## src/rtl/timer_array_pkg.sv

```systemverilog
// timer_array_pkg: register map, CTRL fields, modes and channel FSM states for timer_array.
package timer_array_pkg;
    localparam logic [1:0] REG_CTRL   = 2'd0;
    localparam logic [1:0] REG_PRESET = 2'd1;
    localparam logic [1:0] REG_COUNT  = 2'd2;
    localparam int CTRL_EN   = 0;
    localparam int CTRL_MODE = 1;
    localparam int CTRL_IM   = 3;
    localparam int CTRL_PEND = 4;
    localparam int CTRL_PSC  = 8;
    localparam logic [1:0] MODE_ONESHOT = 2'b00;
    localparam logic [1:0] MODE_RELOAD  = 2'b01;
    typedef enum logic [1:0] {ST_IDLE, ST_LOAD, ST_CNT} state_t;
endpackage

```

## src/rtl/timer_array_channel.sv

```systemverilog
// timer_array_channel: one 32-bit down-counter with CTRL/PRESET/COUNT and sticky PEND.
// TIMER_ARRAY_PRESCALER_EN adds the CTRL[15:8] tick prescaler.
module timer_array_channel
    import timer_array_pkg::*;
(
    input  logic        clk,
    input  logic        reset,
    input  logic        ctrl_we,
    input  logic        preset_we,
    input  logic [31:0] wdata,
    output logic [31:0] ctrl,
    output logic [31:0] preset,
    output logic [31:0] count,
    output logic        irq
);
    state_t state, state_n;
    logic en, im, pend, tick, expire;
    logic [1:0] mode;
    logic [7:0] psc;
`ifdef TIMER_ARRAY_PRESCALER_EN
    logic [7:0] pcnt;
    assign tick = pcnt == psc;
    always_ff @(posedge clk or negedge reset) begin
        if (!reset) begin
            psc  <= '0;
            pcnt <= '0;
        end else begin
            if (ctrl_we) psc <= wdata[CTRL_PSC+:8];
            if (state == ST_LOAD) pcnt <= '0;
            else if (state == ST_CNT && en) pcnt <= tick ? 8'd0 : pcnt + 8'd1;
        end
    end
`else
    assign tick = 1'b1;
    assign psc  = 8'd0;
`endif
    always_comb begin
        state_n = state;
        expire  = 1'b0;
        case (state)
            ST_IDLE: state_n = en ? ST_LOAD : ST_IDLE;
            ST_LOAD: state_n = ST_CNT;
            ST_CNT: begin
                expire  = en && tick && count == 32'd0;
                state_n = !en ? ST_IDLE : !expire ? ST_CNT : mode == MODE_RELOAD ? ST_LOAD : ST_IDLE;
            end
            default: state_n = ST_IDLE;
        endcase
    end
    // A CTRL write beats the one-shot EN clear, so EN=1 written at expiry restarts the channel
    always_ff @(posedge clk or negedge reset) begin
        if (!reset) begin
            state  <= ST_IDLE;
            en     <= 1'b0;
            mode   <= MODE_ONESHOT;
            im     <= 1'b0;
            pend   <= 1'b0;
            preset <= '0;
            count  <= '0;
        end else begin
            state <= state_n;
            if (ctrl_we) begin
                en   <= wdata[CTRL_EN];
                mode <= wdata[CTRL_MODE+:2];
                im   <= wdata[CTRL_IM];
            end else if (expire && mode != MODE_RELOAD) en <= 1'b0;
            pend <= expire | (pend & ~(ctrl_we & wdata[CTRL_PEND]));
            if (preset_we) preset <= wdata;
            if (state == ST_LOAD) count <= preset;
            else if (state == ST_CNT && en && tick && count != 32'd0) count <= count - 32'd1;
        end
    end
    assign ctrl = {16'd0, psc, 3'd0, pend, im, mode, en};
    assign irq  = pend & im;
endmodule

```

## src/rtl/timer_array.sv

```systemverilog
// timer_array: CH_NUM bridge-mapped timer channels; address decode, write fan-out, read mux.
// Optional prescaler per channel under TIMER_ARRAY_PRESCALER_EN.
module timer_array
    import timer_array_pkg::*;
#(
    parameter int CH_NUM = 2,
    parameter int ADDR_W = 30
) (
    input  logic                clk,
    input  logic                reset,
    input  logic                we,
    input  logic [ADDR_W-1:0]   addr,
    input  logic [31:0]         wdata,
    output logic [31:0]         rdata,
    output logic [CH_NUM-1:0]   irq
);
    localparam int CW = CH_NUM > 1 ? $clog2(CH_NUM) : 1;
    localparam int DB = CH_NUM > 1 ? 2 + CW : 2;
    logic [CW-1:0] ch;
    logic [1:0] rsel;
    logic ok, unused_addr;
    logic [31:0] c_ctrl [CH_NUM];
    logic [31:0] c_preset [CH_NUM];
    logic [31:0] c_count [CH_NUM];
    if (CH_NUM > 1) begin : g_dec
        assign ch = addr[2+:CW];
    end else begin : g_one
        assign ch = '0;
    end
    assign unused_addr = ^addr[ADDR_W-1:DB];
    assign rsel = addr[1:0];
    assign ok   = int'(ch) < CH_NUM;
    for (genvar i = 0; i < CH_NUM; i++) begin : g_ch
        timer_array_channel u_ch (
            .clk       (clk),
            .reset     (reset),
            .ctrl_we   (we && ch == CW'(i) && rsel == REG_CTRL),
            .preset_we (we && ch == CW'(i) && rsel == REG_PRESET),
            .wdata     (wdata),
            .ctrl      (c_ctrl[i]),
            .preset    (c_preset[i]),
            .count     (c_count[i]),
            .irq       (irq[i])
        );
    end
    always_comb begin
        rdata = '0;
        if (ok)
            rdata = rsel == REG_CTRL ? c_ctrl[ch] : rsel == REG_PRESET ? c_preset[ch] :
                    rsel == REG_COUNT ? c_count[ch] : 32'd0;
    end
endmodule

```

## config.mk

```make
export PLATFORM = sky130hd
export DESIGN_NAME = timer_array
export DESIGN_NICKNAME = d
export VERILOG_FILES = /design/src/rtl/timer_array_pkg.sv /design/src/rtl/timer_array_channel.sv /design/src/rtl/timer_array.sv
export SDC_FILE = /design/constraint.sdc
export NUM_CORES = 1
export LEC_CHECK = 0
export BUFFER_PORTS_ARGS = -buffer_cell sky130_fd_sc_hd__buf_4
export CAP_MARGIN = 20
export CORE_UTILIZATION = 35
export DETAILED_ROUTE_END_ITERATION = 10
export HOLD_SLACK_MARGIN = 0.15
export PLACE_DENSITY = 0.55
export SLEW_MARGIN = 0
export SYNTH_ARGS = -nofsm -noshare
export SYNTH_HDL_FRONTEND = slang
export SYNTH_HIERARCHICAL = 1
export SYNTH_SLANG_ARGS = --single-unit
```

## constraint.sdc

```tcl
create_clock -name clk -period 2.66 [get_ports clk]
set_input_delay 0.532 -clock clk [delete_from_list [all_inputs] [get_ports clk]]
set_output_delay 0.532 -clock clk [all_outputs]
set_load 0.03 [all_outputs]
```

After elaboration in Yosys (flattened, before gate mapping)

Cells that the tools add are included.

Flip-flop bits (word level): 142
Bits of input ports: 65
Output and inout bits: 34
Logic and storage cells: 96

Add/subtract/negate cells: 2
$lt $le $gt $ge: 1
Equal/unequal tests: 10
Muxes and demuxes: 32
Bitwise logic cells: 12
Reductions and logical operators: 25

Operators with widths:

| kind                  | number |
|---|---|
| $mux 32               | 15 |
| $logic_not 32->1      | 2 |
| $reduce_bool 32->1    | 2 |
| $sub 32x1->32 const B | 2 |
| $logic_and 1x1->1     | 14 |
| $pmux 2 s3            | 2 |
| $eq 2x1->1 const B    | 5 |
| $mux 1                | 10 |
| $mux 2                | 4 |
| $reduce_bool 2->1     | 4 |
| $and 1x1->1           | 6 |
| $eq 2x2->1 const B    | 3 |
| $logic_not 2->1       | 3 |
| $mux 5                | 1 |
| $ne 2x1->1 const B    | 2 |
| $not 1->1             | 3 |
| $ge 2x2->1 const B    | 1 |
| $not 1->2             | 1 |
| $or 1x1->1            | 2 |

Longest topological paths before layout

Depth after elaboration: 7
Depth in mapped cells: 9
Mapped depth without buffers: 9

Cells and area by module

The synthesis kept the hierarchy.

By module, submodules not included:

| module              | times used | cells each | area an instance (um^2) |
|---|---|---|---|
| timer_array_channel | 2          | 344        | 3,671.0 |
| timer_array         | 1          | 206        | 1,781.7 |

Worst setup path before layout

Ideal clock, no wire load.

Path type: flip-flop to flip-flop
Start point: reg g_ch[1].u_ch.count[0]
End point: reg g_ch[1].u_ch.count[12]
Arrival time: 2.244 ns
Setup slack: 0.290 ns
Stages on the path, launching flop included: 10
Period minus slack after synthesis: 2.370 ns
Cells stage by stage: dfrtp_1 > inv_1 > ha_1 > or4b_1 > nor3_1 > nand4_1 > nand2_1 > buf_4 > a21oi_1 > a221o_2

Cells in the longest elaborated chain, start to end: 3
Elaborated cells on any way between the ends: 6
Classes of those cells: add/sub: 1; mux: 2; reduce/logical: 3

RTL lines:

| what                                                       | line                      | source |
|---|---|---|
| start, declared                                            | timer_array_channel.sv:13 | `output logic [31:0] count,` |
| start signal, assigned                                     | timer_array_channel.sv:69 | `if (state == ST_LOAD) count <= preset;` |
| start signal, assigned                                     | timer_array_channel.sv:70 | `else if (state == ST_CNT && en && tick && count != 32'd0) count <= count - 32'd1;` |
| $sub 32x1->32 / $reduce_bool 32->1 (equally long branches) | timer_array_channel.sv:70 |  |
| $mux 32 / $logic_and 1x1->1 (equally long branches)        | timer_array_channel.sv:70 |  |
| $mux 32 / $reduce_bool 2->1 (equally long branches)        | -                         |  |

Several ways; a longest one is shown, not always the timed one. The select of a mux whose other input is x is not followed.
A chain may end at the register's enable or synchronous reset.

Worst setup path after layout

Start point: reg g_ch[1].u_ch.count[8]
End point: reg g_ch[1].u_ch.count[19]

The elaborated chain is that of the path after synthesis.

==> results by group <==
Run status
  – Outcome: finished, final reports clean

Setup path
  – Crit-path leading delay family: simple AND/OR/NAND/NOR gates
  – CP max stage cell: or4_4
  – Critical path depth: 6
  – R2R Setup Slk: 70 ps
  – Crit end category: flip-flop
  – Largest stage delay, worst path: a little under 600 ps
  – Worst R2R Path Depth: 6
  – CP Launch Type: flip-flop
  – CP Capture Point: g_ch[1].u_ch/count[19]$_DFFE_PN0P_
  – FF-to-FF End: g_ch[1].u_ch/count[19]$_DFFE_PN0P_
  – Setup CP Type: reg -> reg
  – Worst r2r src: g_ch[1].u_ch/count[8]$_DFFE_PN0P_
  – CP required: between 2000 and 3000 ps
  – Data arrival, critical path: 2880 ps
  – Worst-path cell chain: or4_4 > or3_1 > nor3_1 > nand3_2 > o211ai_1 > o311ai_0
  – Crit path from: g_ch[1].u_ch/count[8]$_DFFE_PN0P_
  – Crit path max fanout: 5
  – WP buf/inv: 0

Place
  – Placed cells: 1303
  – Final GP Congestion: about 0.87
  – DP Area: ~10000 um^2
  – Hpwl dp: slightly above 20 mm
  – Port bufs: slightly above 70

Power and ir drop
  – Pwr dens: 968 nW/um^2
  – VDD IR max: 0.448 mV
  – LEAKAGE: about 4.7 nW

STA
  – Setup Skew: roughly 11 ps
  – Final setup fails: 0
  – Minimum clock period: roughly 2600 ps
  – Relative slew slack: around half
  – Pin slew with the least headroom to its limit: ~750 ps
  – Fin crit share: a little over nine tenths
  – Setup TNS: 0 ps
  – Final slew viol count: 0
  – Hold Fails Final Rpt: 0
  – FMAX: about 390 MHz

Global route
  – GR Util met1: 30.1%
  – Grt met3 use: 3.33%
  – Pin count of the biggest net entering global routing: around 60
  – Total GRT Usage: between 20% and 30%
  – Global-route wire length before repair: around 43 mm
  – Top Usage Layer GRT: met2
  – Grt total ovfl: 0
  – Initial antenna violation count: 0
  – Vias in the first global route: 7202
  – Met2 GRT Util: around 33%

Drt
  – Antenna Nets Post-Route: 0
  – DR iter-0 viols: 631
  – Via count: between 7000 and 8000
  – DRT Pass-1 Iters: 6
  – Via density: 5.57
  – Drt wl/cell: 20.8 um
  – WL final: 27.8 mm
  – DRC: 0

Floorplan
  – Row Count: 58
  – Die Ht: 163 um
  – I/O pin count: 99
  – Full die area: about 27000 um^2
  – Die Wd: roughly 160 um
  – Core area: around 25000 um^2
  – Starting Density: 35.9%

Clock tree
  – Clock Latency Late Sink: about 430 ps
  – Clock Path Buffers: 2
  – Root Driver: clkbuf_16
  – TritonCTS Buffers: 17
  – Clk slew on worst S/H paths: 70 ps
  – CTS HTree Levels: 4
  – CTS sink cnt: roughly 140
  – Clock tree from TritonCTS: done

Synth
  – Post-synthesis register bit count: about 140
  – Cell variety after synth: 65
  – Synth cell count leaders: dfrtp_1, nand2_1, mux2_2
  – Ys async rst share: between 90% and 100%
  – EDFF count, synth: 0
  – Post-synth top flop: dfrtp_1
  – Synthesized area: just over 9000 um^2
  – Cells after Synth: between 800 and 900
  – Area leader, netlist: dfrtp_1
  – Count leader, synth: dfrtp_1
  – Yosys warns: 6
  – Syn avg cell area: 10.2 um^2
  – Post-synth top area share: 38.9%
  – Post-synthesis sequential area ratio: roughly two fifths
  – Synth area leaders: dfrtp_1, mux2_2, mux2i_1

Final layout
  – Layout cells sized above 1: 32.0%
  – Finished Layout Cells: about 1300
  – # nets final: around 1100
  – Design Area, Final: around 11000 um^2
  – Syn-to-layout area delta: 19.3%
  – Final core utilization: ~43%
  – ANT cells: 0

Run
  – Number of max-cap violations: 0

Worst hold path
  – Worst Hold Class: in -> reg
## cell type report
| cell class | count | area, um^2 |
|---|---|---|
| clock buffer | 19 | 443 |
| clock inverter | 13 | 258 |
| fill | 2479 | 14500 |
| inverter | 13 | 48.8 |
| multi-input combinational | 677 | 4970 |
| sequential | 142 | 3550 |
| tap | 330 | 413 |
| timing repair buffer | 144 | 1190 |
## cells in the final DEF, fill, tap and decap left out, drive strengths merged, types with 6 or more instances in the layout
master	instances
buf	143
dfrtp	142
nand2	99
mux2	94
mux2i	62
conb	54
or3	36
nor2	32
o21ai	28
a21oi	24
o221ai	22
o211ai	22
nor4	22
nor3	20
clkbuf	19
inv	16
o311ai	16
a221oi	14
a31oi	12
nand2b	11
a221o	10
or2	10
nand3	10
or4	8
bufinv	7
nor2b	7
a32oi	6
## metal layers
metal	part of all wire [%]	wire, um
met1	47	13000
met2	45	12600
met5	0	0
met3	5.4	1490
met4	2.6	725
## state kept, by name (all words and copies together), names as in the netlist
signal,count
g_ch.u_ch/count,64
g_ch.u_ch/preset,64
g_ch.u_ch/mode,4
g_ch.u_ch/state,4
g_ch.u_ch/en,2
g_ch.u_ch/im,2
g_ch.u_ch/pend,2
## repair_timing
action	in CTS	in global routing
setup endpoints to repair	0	34
gates resized for setup	0	16
endpoints found under the hold margin	58	0
buffers inserted	0	2
hold buffers	1	0
## report_power, final
part	internal (W)	leakage (nW)	switching, W
Combinational	0.00178	2.57	0.00220
Clock	0.00189	0.339	0.00100
Sequential	0.00287	1.74	0.000791
Total	0.00655	4.65	0.00399
## worst min-delay path by stage
stage	end	cells after the start	from
after floorplan	g_ch[0].u_ch/count[0]$_DFFE_PN0P_	0	reset
after global placement	g_ch[0].u_ch/state[0]$_DFF_PN0_	1	g_ch[0].u_ch/state[1]$_DFF_PN0_
after detailed placement	g_ch[0].u_ch/state[0]$_DFF_PN0_	1	g_ch[0].u_ch/state[1]$_DFF_PN0_
after CTS	g_ch[1].u_ch/preset[14]$_DFFE_PN0P_	2	wdata[14]
after global routing	g_ch[1].u_ch/preset[14]$_DFFE_PN0P_	2	wdata[14]
final	g_ch[1].u_ch/preset[14]$_DFFE_PN0P_	2	wdata[14]
## cells by family after synthesis
kind of cell / count (synthesis) / synth area share, %
AO/OA/AOI/OAI: 178 / 15.7
XOR/XNOR: 8 / 0.768
adder cells (fa/ha/maj): 2 / 0.274
buffers and inverters: 127 / 9.43
flip-flops: 142 / 38.9
multiplexers: 156 / 18.6
other: 2 / 0.0823
AND/OR/NAND/NOR: 279 / 16.2
## per-stage QoR
step / total power (W) / setup WS [ps] / hold slack [ps]
final: 0.0105 / 72.1 / 339
after global routing: 0.0111 / -1.35 / 321
after CTS: 0.0105 / 69.7 / 326
after detailed placement: 0.00759 / 75.3 / 481
after global placement: 0.00753 / 114 / 474
after floorplan: 0.00614 / 290 / 236
(Power assumes the default switching activity.)
